$ cat src/rtl/counter_pkg.sv
// Shared types for the counter command sequencer:
// command op-codes and sequencer FSM states.
package counter_pkg;

    typedef enum logic [1:0] {
        OP_CLEAR = 2'b00,
        OP_LOAD  = 2'b01,
        OP_UP    = 2'b10,
        OP_DOWN  = 2'b11
    } op_e;

    typedef enum logic [1:0] {
        S_IDLE  = 2'b00,
        S_PULSE = 2'b01,
        S_STEP  = 2'b10,
        S_DONE  = 2'b11
    } state_e;

    function automatic logic is_step(input op_e op);
        return op[1];
    endfunction

endpackage

$ cat src/rtl/counter_cmd_seq.sv
// Turns CLEAR/LOAD/UP/DOWN commands into control pulses for a
// loadable up/down counter and tracks its expected value.
module counter_cmd_seq
    import counter_pkg::*;
#(
    parameter int N = 8
) (
    input  logic         clk,
    input  logic         rst,
    input  logic         cmd_valid,
    output logic         cmd_ready,
    input  logic [1:0]   cmd_op,
    input  logic [N-1:0] cmd_arg,
    input  logic         stall,
    output logic         ctl_syn_clr,
    output logic         ctl_load,
    output logic         ctl_en,
    output logic         ctl_up,
    output logic [N-1:0] ctl_d,
    output logic         busy,
    output logic         done,
    output logic [N-1:0] shadow_q,
    output logic         wrap
);

    state_e       r_state;
    op_e          r_op;
    logic [N-1:0] r_cnt;
    logic [N-1:0] r_d;
    logic [N-1:0] r_shadow;
    logic         r_wrap;

    op_e  w_op;
    logic w_accept;

    assign w_op     = op_e'(cmd_op);
    assign w_accept = cmd_valid && cmd_ready;

    // Control bus comes only from registered state and stall.
    always_comb begin
        cmd_ready   = 1'b0;
        ctl_syn_clr = 1'b0;
        ctl_load    = 1'b0;
        ctl_en      = 1'b0;
        ctl_up      = 1'b0;
        ctl_d       = '0;
        if (!rst) begin
            cmd_ready   = (r_state == S_IDLE);
            ctl_syn_clr = (r_state == S_PULSE) && (r_op == OP_CLEAR);
            ctl_load    = (r_state == S_PULSE) && (r_op == OP_LOAD);
            ctl_en      = (r_state == S_STEP) && !stall;
            ctl_up      = (r_state == S_STEP) && (r_op == OP_UP);
            ctl_d       = r_d;
        end
    end

    assign busy     = (r_state != S_IDLE);
    assign done     = (r_state == S_DONE);
    assign shadow_q = r_shadow;
    assign wrap     = r_wrap;

    always_ff @(posedge clk) begin
        if (rst) begin
            r_state <= S_IDLE;
            r_op    <= OP_CLEAR;
            r_cnt   <= '0;
            r_d     <= '0;
        end else begin
            unique case (r_state)
                S_IDLE: begin
                    if (w_accept) begin
                        r_op <= w_op;
                        if (is_step(w_op)) begin
                            r_cnt   <= cmd_arg;
                            r_state <= (cmd_arg == '0) ? S_DONE : S_STEP;
                        end else begin
                            r_state <= S_PULSE;
                            if (w_op == OP_LOAD)
                                r_d <= cmd_arg;
                        end
                    end
                end
                S_PULSE: r_state <= S_DONE;
                S_STEP: begin
                    if (!stall) begin
                        r_cnt <= r_cnt - N'(1);
                        if (r_cnt == N'(1))
                            r_state <= S_DONE;
                    end
                end
                S_DONE:  r_state <= S_IDLE;
                default: r_state <= S_IDLE;
            endcase
        end
    end

    // Shadow follows the control cycle one clock later.
    always_ff @(posedge clk) begin
        if (rst) begin
            r_shadow <= '0;
            r_wrap   <= 1'b0;
        end else begin
            r_wrap <= 1'b0;
            unique case (1'b1)
                ctl_syn_clr: r_shadow <= '0;
                ctl_load:    r_shadow <= r_d;
                ctl_en: begin
                    if (ctl_up) begin
                        r_shadow <= r_shadow + N'(1);
                        r_wrap   <= &r_shadow;
                    end else begin
                        r_shadow <= r_shadow - N'(1);
                        r_wrap   <= ~|r_shadow;
                    end
                end
                default: r_shadow <= r_shadow;
            endcase
        end
    end

endmodule

$ cat config.mk
export PLATFORM = sky130hd
export DESIGN_NAME = counter_cmd_seq
export DESIGN_NICKNAME = d
export VERILOG_FILES = /design/src/rtl/counter_pkg.sv /design/src/rtl/counter_cmd_seq.sv
export SDC_FILE = /design/constraint.sdc
export NUM_CORES = 1
export LEC_CHECK = 0
export ABC_AREA = 0
export CORE_UTILIZATION = 41
export CTS_CLUSTER_SIZE = 16
export DETAILED_ROUTE_END_ITERATION = 10
export GPL_TIMING_DRIVEN = 0
export HOLD_SLACK_MARGIN = 0.05
export PLACE_DENSITY = 0.66
export SLEW_MARGIN = 15
export SYNTH_ARGS = -nofsm -noshare
export SYNTH_HDL_FRONTEND = slang
export SYNTH_SLANG_ARGS = --single-unit
$ cat constraint.sdc
create_clock -name clk -period 3.2 [get_ports clk]
set_input_delay 0.64 -clock clk [delete_from_list [all_inputs] [get_ports clk]]
set_output_delay 0.64 -clock clk [all_outputs]
set_load 0.01 [all_outputs]
==> results of run 1 <==
per-stage QoR:
stage / hold slack [ns] / setup slack, ns / util (%)
final: 0.4822 / 0.2128 / 54.45
after global routing: 0.5044 / 0.1148 / 54.45
after CTS: 0.4854 / 0.2289 / 54.45
after detailed placement: 0.4767 / 0.2422 / 52.48
after global placement: 0.4748 / 0.2272 / 52.48
after floorplan: 0.4538 / 0.7496 / -
logic make-up after synthesis:
kind of cell / after synthesis / share of synthesized area (%)
XOR/XNOR: 6 / 2.802
adder cells (fa/ha/maj): 13 / 9.073
multiplexers: 10 / 5.404
AND/OR/NAND/NOR: 93 / 26.88
buffers and inverters: 21 / 4.669
AO/OA/AOI/OAI: 56 / 20.21
flip-flops: 29 / 30.95
metal layers:
layer,wire length (µm),global-route usage (%)
met1,2474,30.83
met2,2142,33.01
met3,246,5.523
met4,78,7.778
met5,0,0
worst min-delay path: stages, from the launching register on:
cell     delay [ns]
dfxtp_1        0.33
nand2_1        0.06
a21oi_1        0.05
synthesized netlist by cell type, types with 2 or more instances:
library cell	n
a21o_1	2
a222oi_1	2
or3_1	2
nand2_1	18
nor4_1	4
nand3_1	6
o22ai_1	6
mux2i_1	9
o21ai_0	8
inv_1	12
buf_4	2
a22oi_1	4
nand2b_1	3
nor2b_1	13
nor2_1	26
clkbuf_1	6
nand4_1	2
a21oi_1	16
ha_1	12
and3_1	2
a31oi_1	3
a32oi_1	2
nor3_1	7
dfxtp_1	29
a211oi_1	5
xnor2_1	6
power by group through the flow:
stage	logic (mW)	registers (mW)	clock network (mW)
after floorplan	0.621	0.519	0
after global placement	0.837	0.531	0
after detailed placement	0.854	0.532	0
after CTS	0.858	0.525	0.323
after global routing	0.960	0.540	0.341
final	0.864	0.525	0.318
worst min path at each step:
stage	start	endpoint	slack [ns]	cells after the start
global placement	r_cnt[7]$_SDFFE_PP0P_	r_cnt[7]$_SDFFE_PP0P_	0.47	2
floorplan	r_cnt[7]$_SDFFE_PP0P_	r_cnt[7]$_SDFFE_PP0P_	0.45	2
global route	r_cnt[1]$_SDFFE_PP0P_	r_cnt[1]$_SDFFE_PP0P_	0.50	2
finish	r_cnt[1]$_SDFFE_PP0P_	r_cnt[1]$_SDFFE_PP0P_	0.48	2
CTS	r_cnt[1]$_SDFFE_PP0P_	r_cnt[1]$_SDFFE_PP0P_	0.49	2
detailed placement	r_cnt[1]$_SDFFE_PP0P_	r_cnt[1]$_SDFFE_PP0P_	0.48	2
flip-flops by register name (all words and copies together), names as in the netlist:
name and cells:
wrap 1, r_op 2, shadow_q 8, r_cnt 8, r_d 8, r_state 2
cell type report:
cell class | count | area, µm² | area share, %
multi-input combinational | 178 | 1207 | 50.58
sequential | 29 | 580.6 | 24.32
timing repair buffer | 36 | 360.3 | 15.09
clock buffer | 7 | 86.33 | 3.616
tap | 52 | 65.06 | 2.725
inverter | 12 | 45.04 | 1.887
buffer | 9 | 42.54 | 1.782
==> results.md, run 1 <==
- WL per Instance: 15.30 µm
- First-pass iteration count of the detailed router: 4
- Register share of total power: 30.8%
- Post-cts gate resize count: 0
- Antenna violations before repair: 0
- Vias in the first global route: about 1,700
- Die X: 69.64 µm
- Cell count of the worst reg-to-reg path: 11
- Reg-to-reg critical path endpoint: shadow_q[6]$_SDFFE_PP0P_
- Largest net degree at the start of global routing: 11
- Headroom to the max-slew limit: 61.53%
- Setup repair bufs after CTS: 0
- R2R setup slack: around 0.54 ns
- Worst Path Max Fanout: 7
- Mapped cell area: 1876 µm²
- Cell count along the critical path: 5
- Sw Pwr: about 0.7 mW
- Distinct cells, synth: 47
- Largest area contributor in the netlist: dfxtp_1
- Most frequent cells in the layout: 36 x clkdlybuf4s50_1, 29 x dfxtp_1, 26 x nor2_1
- Diodes inserted: 0
- Leading post-synthesis cells by cell area: dfxtp_1 31%, ha_1 8.0%, nor2_1 5.2%
- Post-DP HPWL: 3.659 mm
- Syn. warnings: 0
- Worst hold-check path type: reg2reg
- Synth Instances: between 200 and 250
- Status: completed
- Vias/cell: approximately 5.6
- Worst r2r src: r_state[0]$_SDFFE_PP0P_
- Die Area: 4849 µm²
- ANT nets after route: 0
- Setup crit end: ctl_en
- CTS clk-pin slew, worst paths: around 0.060 ns
- Slew Limit Fails: 0
- Leakage: between 0.9 and 1 nW
- Setup violators final: 0
- Net Count, Synth: between 200 and 300
- GRT Util Overall: between 20 and 25%
- Fillers: approximately 450
- Int Power: 1.007 mW
- Final #Nets: just under 300
- Seq/Total Area, Yosys: between 30% and 40%
- Hold_buf cts: 0
- Number of synthesized register bits: 29
- Finished Layout Cells: between 300 and 400
- Placed cells: around 320
- Ratio of final minimum period to clock period: between 90 and 100%
- EDFF count, synth: 0
- Top Family by Delay on Critical Path: buffers and inverters
- Slew at the pin closest to its max-slew limit: around 0.58 ns
- Clk_lat worst skew: 0.29 ns
- Num rows: 24
- Final hold violations: 0
- Setup TNS: 0 ns
- Clock power share: around a fifth
- Critical path, cell by cell: clkdlybuf4s50_1, nand2b_1, nand2b_1, inv_1, clkdlybuf4s50_1
- FMAX: 0.3348 GHz
- CP bufs+invs: 3
- Port bufs: 36
- CTS tree: done
- Final Instance Area: approximately 2400 µm²
- Critical path class: in2out
- Crit path time final: around 3 ns
- Most common cell after layout, fill and taps aside: clkdlybuf4s50_1
- Initial DRC count: 146
- Comb pwr share: ~51%
- Share of the synthesized area in the top cell type: roughly 31%
- Syn Area/Cell: approximately 8.2 µm²
- Async SR Flop Fraction: 0%
- Via count: 1,806
- Sw Ratio: just over 40%
- Routed wire length: approximately 4.9 mm
- Max Cap Violations: 0
- Crit end category: primary output
- CTS Buffer Depth: 2
- Total power: 1.708 mW
- CTS Root Cell: clkbuf_8
- Post-DP Area: between 2000 and 2500 µm²
- Htree depth: 2
- CP Launch Type: primary input
- IO Pins: 38
- Layout cells sized above 1: ~7%
- Critical Path AT: about 2.4 ns
- Layout area overhead: 27.28%
- Worst EP required: 2.56 ns
- Ys flop type: dfxtp_1
- Clk sinks: 29
- CP peak stage delay: approximately 0.57 ns
- Skew final: around 0.0053 ns
- Critical Path Source: stall
- Initial Util: 42.78%
- RSZ-0062 raised after global routing: no
- Gr ovfl total: 0
- Die height: 69.64 µm
- Pwr/cell area: slightly above 700 nW/µm²
- Max IR drop VDD: ~0.36 mV
- First-pass GRT wire length: 8.314 mm
- CP max stage cell: clkdlybuf4s50_1
- CTS Buf Count: 5
- Drt drc: 0
- RePlAce Congestion: about 0.95
- Core ar.: 4384 µm²
Note: power is estimated with default switching activity, not from simulation.
==> inputs of run 2 (changes only) <==
==> constraint.sdc (replaced) <==
create_clock -name clk -period 3.21 [get_ports clk]
set_input_delay 0.642 -clock clk [delete_from_list [all_inputs] [get_ports clk]]
set_output_delay 0.642 -clock clk [all_outputs]
set_load 0.01 [all_outputs]
==> results of run 2 <==
Same layout as run 1 (identical final DEF). Status: completed.
Among the figures that moved: setup slack after placement 0.2422 ns -> 0.2482 ns; setup slack after layout 0.2128 ns -> 0.2188 ns; register-to-register setup slack 0.54 ns -> 0.55 ns; total power 1.708 mW -> 1.702 mW; worst IR drop on VDD 0.3622 mV -> 0.3611 mV
